--- config.mk ---
export PLATFORM = sky130hd
export DESIGN_NAME = uart_wave_cmd_rx
export DESIGN_NICKNAME = d
export VERILOG_FILES = /design/src/rtl/uart_wave_cmd_rx.sv
export SDC_FILE = /design/constraint.sdc
export NUM_CORES = 1
export LEC_CHECK = 0
export BUFFER_PORTS_ARGS = -buffer_cell sky130_fd_sc_hd__buf_2
export CAP_MARGIN = 15
export CELL_PAD_IN_SITES_DETAIL_PLACEMENT = 1
export CELL_PAD_IN_SITES_GLOBAL_PLACEMENT = 2
export CORE_MARGIN = 4
export CORE_UTILIZATION = 38
export CTS_BUF_LIST = sky130_fd_sc_hd__clkbuf_4 sky130_fd_sc_hd__clkbuf_8
export CTS_CLUSTER_DIAMETER = 60
export DETAILED_ROUTE_END_ITERATION = 8
export HOLD_SLACK_MARGIN = 0.05
export PLACE_DENSITY_LB_ADDON = 0.1
export SLEW_MARGIN = 20
export SYNTH_ARGS = -nofsm -noshare
export SYNTH_HDL_FRONTEND = slang
export SYNTH_SLANG_ARGS = --single-unit
export TNS_END_PERCENT = 5
--- constraint.sdc ---
create_clock -name clk -period 2.4 [get_ports clk]
set_clock_uncertainty 0.15 [all_clocks]
set_input_delay 0.48 -clock clk [delete_from_list [all_inputs] [get_ports clk]]
set_output_delay 0.48 -clock clk [all_outputs]
set_load 0.01 [all_outputs]
--- src/rtl/uart_wave_cmd_rx.sv ---
// UART command front-end for the wave generator: 16x-oversampled receiver plus command decoder.
// Define UART_PARITY_EN to receive 8E1 frames (even parity checked) instead of 8N1.
module uart_wave_cmd_rx #(
  parameter int                CLK_HZ     = 25_000_000,
  parameter int                BAUD       = 9600,
  parameter int                FREQ_W     = 16,
  parameter logic [FREQ_W-1:0] FREQ_RESET = 16'h0100
) (
  input  logic              clk,
  input  logic              rst,
  input  logic              rx,
  output logic [2:0]        wave_sel,
  output logic              noise_en,
  output logic [FREQ_W-1:0] freq_word,
  output logic              cmd_valid,
  output logic              cmd_err
);

  localparam int DIV   = CLK_HZ / (BAUD * 16);
  localparam int DIV_W = (DIV > 1) ? $clog2(DIV) : 1;

  typedef enum logic [2:0] {RX_IDLE, RX_START, RX_DATA, RX_PAR, RX_STOP} rx_state_t;
  typedef enum logic {DEC_CMD, DEC_HEX} dec_state_t;

  rx_state_t  rx_state_reg, rx_state_next;
  dec_state_t dec_state_reg, dec_state_next;

  logic             sync1_reg, rx_s;
  logic [DIV_W-1:0] div_cnt_reg;
  logic [3:0]       tick_cnt_reg;
  logic [2:0]       bit_cnt_reg;
  logic [7:0]       data_reg;
  logic             vote0_reg, vote1_reg;
  logic             need_idle_reg;
  logic             byte_vld_reg, rx_err_reg;
  logic             tick, bit_end, mid_tick, maj, par_bad;

  logic [2:0]        wave_reg, wave_next;
  logic              noise_reg, noise_next;
  logic [FREQ_W-1:0] freq_reg, freq_next;
  logic [FREQ_W-1:0] shadow_reg, shadow_next;
  logic              has_digit_reg, has_digit_next;
  logic              valid_reg, valid_next;
  logic              err_reg, err_next;
  logic [4:0]        hex;

  function automatic logic [4:0] hex_val(input logic [7:0] c);
    hex_val = 5'd0;
    if (c >= 8'h30 && c <= 8'h39)      hex_val = {1'b1, 4'(c - 8'h30)};
    else if (c >= 8'h41 && c <= 8'h46) hex_val = {1'b1, 4'(c - 8'h37)};
    else if (c >= 8'h61 && c <= 8'h66) hex_val = {1'b1, 4'(c - 8'h57)};
  endfunction

  always_ff @(posedge clk or posedge rst) begin
    if (rst) begin
      sync1_reg <= 1'b1;
      rx_s      <= 1'b1;
    end else begin
      sync1_reg <= rx;
      rx_s      <= sync1_reg;
    end
  end

  assign tick     = (div_cnt_reg == DIV_W'(DIV - 1));
  assign bit_end  = tick && (tick_cnt_reg == 4'd15);
  assign mid_tick = tick && (tick_cnt_reg == 4'd7);
  assign maj      = (vote0_reg & vote1_reg) | (vote0_reg & rx_s) | (vote1_reg & rx_s);

`ifdef UART_PARITY_EN
  logic par_bit_reg;
  always_ff @(posedge clk or posedge rst) begin
    if (rst)
      par_bit_reg <= 1'b0;
    else if (rx_state_reg == RX_PAR && tick && tick_cnt_reg == 4'd8)
      par_bit_reg <= maj;
  end
  assign par_bad = (^data_reg) ^ par_bit_reg;
`else
  assign par_bad = 1'b0;
`endif

  always_ff @(posedge clk or posedge rst) begin
    if (rst) rx_state_reg <= RX_IDLE;
    else     rx_state_reg <= rx_state_next;
  end

  always_comb begin
    rx_state_next = rx_state_reg;
    case (rx_state_reg)
      RX_IDLE:  if (!need_idle_reg && !rx_s) rx_state_next = RX_START;
      RX_START: begin
        if (mid_tick && rx_s) rx_state_next = RX_IDLE;
        else if (bit_end)     rx_state_next = RX_DATA;
      end
      RX_DATA: begin
        if (bit_end && bit_cnt_reg == 3'd7) begin
`ifdef UART_PARITY_EN
          rx_state_next = RX_PAR;
`else
          rx_state_next = RX_STOP;
`endif
        end
      end
      RX_PAR:  if (bit_end) rx_state_next = RX_STOP;
      RX_STOP: if (mid_tick) rx_state_next = RX_IDLE;
      default: rx_state_next = RX_IDLE;
    endcase
  end

  // Bit timing restarts at the detected start edge, so sample points sit mid-bit.
  always_ff @(posedge clk or posedge rst) begin
    if (rst) begin
      div_cnt_reg   <= '0;
      tick_cnt_reg  <= 4'd0;
      bit_cnt_reg   <= 3'd0;
      data_reg      <= 8'd0;
      vote0_reg     <= 1'b0;
      vote1_reg     <= 1'b0;
      need_idle_reg <= 1'b0;
      byte_vld_reg  <= 1'b0;
      rx_err_reg    <= 1'b0;
    end else begin
      byte_vld_reg <= 1'b0;
      rx_err_reg   <= 1'b0;
      if (rx_state_reg == RX_IDLE) begin
        div_cnt_reg  <= '0;
        tick_cnt_reg <= 4'd0;
        bit_cnt_reg  <= 3'd0;
        if (rx_s) need_idle_reg <= 1'b0;
      end else begin
        div_cnt_reg <= tick ? '0 : div_cnt_reg + 1'b1;
        if (tick) begin
          tick_cnt_reg <= tick_cnt_reg + 4'd1;
          if (tick_cnt_reg == 4'd6) vote0_reg <= rx_s;
          if (tick_cnt_reg == 4'd7) vote1_reg <= rx_s;
          if (tick_cnt_reg == 4'd8 && rx_state_reg == RX_DATA) data_reg <= {maj, data_reg[7:1]};
          if (tick_cnt_reg == 4'd15 && rx_state_reg == RX_DATA) bit_cnt_reg <= bit_cnt_reg + 3'd1;
          if (tick_cnt_reg == 4'd7 && rx_state_reg == RX_STOP) begin
            byte_vld_reg  <= rx_s & ~par_bad;
            rx_err_reg    <= ~rx_s | par_bad;
            need_idle_reg <= ~rx_s;
          end
        end
      end
    end
  end

  always_ff @(posedge clk or posedge rst) begin
    if (rst) begin
      dec_state_reg <= DEC_CMD;
      wave_reg      <= 3'b000;
      noise_reg     <= 1'b0;
      freq_reg      <= FREQ_RESET;
      shadow_reg    <= '0;
      has_digit_reg <= 1'b0;
      valid_reg     <= 1'b0;
      err_reg       <= 1'b0;
    end else begin
      dec_state_reg <= dec_state_next;
      wave_reg      <= wave_next;
      noise_reg     <= noise_next;
      freq_reg      <= freq_next;
      shadow_reg    <= shadow_next;
      has_digit_reg <= has_digit_next;
      valid_reg     <= valid_next;
      err_reg       <= err_next;
    end
  end

  assign hex = hex_val(data_reg);

  always_comb begin
    dec_state_next = dec_state_reg;
    wave_next      = wave_reg;
    noise_next     = noise_reg;
    freq_next      = freq_reg;
    shadow_next    = shadow_reg;
    has_digit_next = has_digit_reg;
    valid_next     = 1'b0;
    err_next       = 1'b0;
    if (rx_err_reg) begin
      err_next       = 1'b1;
      dec_state_next = DEC_CMD;
    end else if (byte_vld_reg) begin
      if (dec_state_reg == DEC_HEX) begin
        // Shifting left naturally keeps only the most recent HEX_N digits.
        if (hex[4]) begin
          shadow_next    = (shadow_reg << 4) | FREQ_W'(hex[3:0]);
          has_digit_next = 1'b1;
        end else if (data_reg == 8'h0D && has_digit_reg) begin
          freq_next      = shadow_reg;
          valid_next     = 1'b1;
          dec_state_next = DEC_CMD;
        end else begin
          err_next       = 1'b1;
          dec_state_next = DEC_CMD;
        end
      end else begin
        case (data_reg)
          8'h54: begin wave_next  = 3'b000; valid_next = 1'b1; end
          8'h51: begin wave_next  = 3'b001; valid_next = 1'b1; end
          8'h57: begin wave_next  = 3'b010; valid_next = 1'b1; end
          8'h53: begin wave_next  = 3'b011; valid_next = 1'b1; end
          8'h4E: begin noise_next = 1'b1;   valid_next = 1'b1; end
          8'h46: begin noise_next = 1'b0;   valid_next = 1'b1; end
          8'h44: begin
            dec_state_next = DEC_HEX;
            shadow_next    = '0;
            has_digit_next = 1'b0;
          end
          default: ;
        endcase
      end
    end
  end

  assign wave_sel  = wave_reg;
  assign noise_en  = noise_reg;
  assign freq_word = freq_reg;
  assign cmd_valid = valid_reg;
  assign cmd_err   = err_reg;

endmodule

==> impl_metrics.tcl <==
set metrics [dict create \
    p_leak_nw 2.06 \
    ios 25 \
    cts_hold_buf 0 \
    synth.area.top_cells "dfrtp_1 49%, mux2i_1 5.4%, mux2_2 4.2%, ha_1 3.9%, mux2_4 3.0%" \
    synthCells 300 \
    cts_made_buffers 9 \
    die_w_um 104 \
    synth_area_per_cell_um2 11.7 \
    start_util_pct 39.7 \
    synth_top_area_share_pct 49.1 \
    fin_crit_sh_pct 91.9 \
    ys_seq_elements 72 \
    critPathMaxFanout 8 \
    syn_to_final_growth_pct 14.9 \
    placed_cells 432 \
    synth_top_flop_cell "dfrtp_1" \
    clk_pin_slew_ns 0.08 \
    end_kind "flip-flop" \
    cp.arrival_ns 2.28 \
    grt_overflow 0 \
    grt_start_max_net_pins 73 \
    initialDrtViolationCount 55 \
    post_cts_buffers 0 \
    startpoint_type "flip-flop" \
    die_area_um2 10900 \
    async_flop_share_pct 100 \
    finish.net_count 349 \
    rsz0062_at_grt "no" \
    gp_congestion 0.729 \
    mostFrequentLayoutCell "dfrtp_1" \
    drt_pass1_iterations 4 \
    slew_violations 0 \
    hold_viol 0 \
    htreeDepth 3 \
    setup_tns_ns 0 \
    antenna_found_initial 0 \
    synth_seq_area_share_pct 51.4 \
    wl_per_cell_um 15.4 \
    finalSetupViolCount 0 \
    clkLatencyLatePin_ns 0.34 \
    ir_worst_vdd_uv 361 \
    cts-root-buf "clkbuf_8" \
    critPathRequiredTime_ns 2.48 \
    vias 2311 \
    cts_buffer_depth 2 \
    mostFrequentLayoutCells "69 x dfrtp_1, 23 x nor2_1, 23 x buf_2" \
    drive_gt1_share_pct 26.5 \
    post-route-drc-count 0 \
    power_mw 2.33 \
    worst_r2r_path_depth 3 \
    place_ws_ns 0.204 \
    ant_nets 0 \
    r2r_slack_ns 0.20 \
    synth_warnings 0 \
    synth.largest_area_cell "dfrtp_1" \
    synth_cell_types 60 \
    grt_util_all_layers_pct 13.9 \
    cts-resized-gates 0 \
    syn_nets 314 \
    critical_path_class "flip-flop to flip-flop" \
    wirelength_um 6890 \
    core_area_um2 8850 \
    cap_violations 0 \
    powerDensity_nw_per_um2 576 \
    syn_area_um2 3510 \
    avgViaCountPerCell 5.16 \
    worst_hold_path_type "primary input to async pin" \
    cts_tree "yes" \
    clock-sinks 72 \
    grt_pass1_wl_um 12200 \
    regToRegStartpoint "rx_state_reg[1]" \
    n_antenna_cell 0 \
    outcome "completed" \
    io_buffers 23 \
    synth_edf_count 0 \
    worstReg2RegEnd "data_reg[7]" \
    timing.fmax_mhz 454 \
    final-instance-count-excl-fill 448 \
    hold_ws_ns 0.0727 \
    die_h_um 104 \
    fin_crit_ns 2.20 \
    dp_hpwl_um 4880 \
    core.rowCount 34 \
    grt_pass1_vias 2458 \
    setup_ws_ns 0.195 \
]
==> cells in the mapped netlist, types with 2 or more instances <==
cell,n
buf_6,2
clkbuf_1,4
nor2_1,23
mux2_4,7
nand4_1,4
nor3b_1,2
dfrtp_1,69
nand2_1,21
and2_1,3
dfstp_2,3
a21oi_1,6
nand2b_1,3
nor3_1,5
mux2i_1,19
mux2_1,7
ha_1,11
nor4b_1,2
buf_2,3
and4_1,2
inv_1,22
a221oi_1,2
buf_4,3
xor2_1,5
and3_1,4
mux2_2,13
a41o_1,2
xnor2_1,6
o21ai_0,5
nand3_1,9
nor2b_1,3
==> worst max-delay path by stage <==
| stage | start | to | depth (start not counted) |
|---|---|---|---|
| after global placement | rx_state_reg[1] | data_reg[1] | 3 |
| after floorplan | data_reg[0] | shadow_reg[10] | 7 |
| after detailed placement | data_reg[0] | shadow_reg[6] | 7 |
| final | rx_state_reg[1] | data_reg[7] | 3 |
| after global routing | data_reg[0] | shadow_reg[6] | 7 |
| after CTS | rx_state_reg[1] | data_reg[7] | 3 |
==> layer usage <==
| layer | GRT usage (%) | wire length (µm) | vias up |
|---|---|---|---|
| met5 | 0 | 0 | - |
| met4 | 5.13 | 78 | 0 |
| met3 | 3.10 | 193 | 9 |
| met2 | 23.6 | 3520 | 25 |
| met1 | 17.3 | 3100 | 1179 |
| li1 | - | - | 1098 |
==> power breakdown <==
group | internal, mW | total, mW | leakage (nW) | switching, mW
clock | 0.603 | 1.08 | 0.111 | 0.476
sequential | 1.22 | 1.22 | 0.981 | 0.00161
combinational | 0.00532 | 0.0313 | 0.968 | 0.0260
==> through the flow <==
stage / utilization, % / area [µm²]
after floorplan: - / 3520
after global placement: 43.1 / 3820
after detailed placement: 43.1 / 3820
after CTS: 45.6 / 4040
after global routing: 45.6 / 4040
final: 45.6 / 4040
==> critical path, cell delays in order (launching register included) <==
cell and delay, ns:
dfrtp_1 0.44, or4bb_1 0.59, nand4bb_2 0.49, mux2_4 0.41
==> logic make-up (layout without fill, tap and decap cells) <==
kind of cell,after synthesis,after routing,synth area share [%]
muxes,46,46,14.8
xor gates and xnor gates,11,11,2.74
buffers and inverters,35,75,4.70
and+or+nand+nor,98,98,17.1
other,1,1,0.107
adders and majority gates,12,12,4.20
DFF,72,72,51.4
AOI/OAI and AO/OA,25,25,4.98
==> final cells by class <==
cell class                 instances  area, µm²
clock buffer                      10        131
clock inverter                     6       90.1
fill                             985       4810
inverter                          22       86.3
multi-input combinational        193       1540
sequential                        72       1810
tap                              108        135
timing repair buffer              37        245
Power figures use the tool's default switching activity.
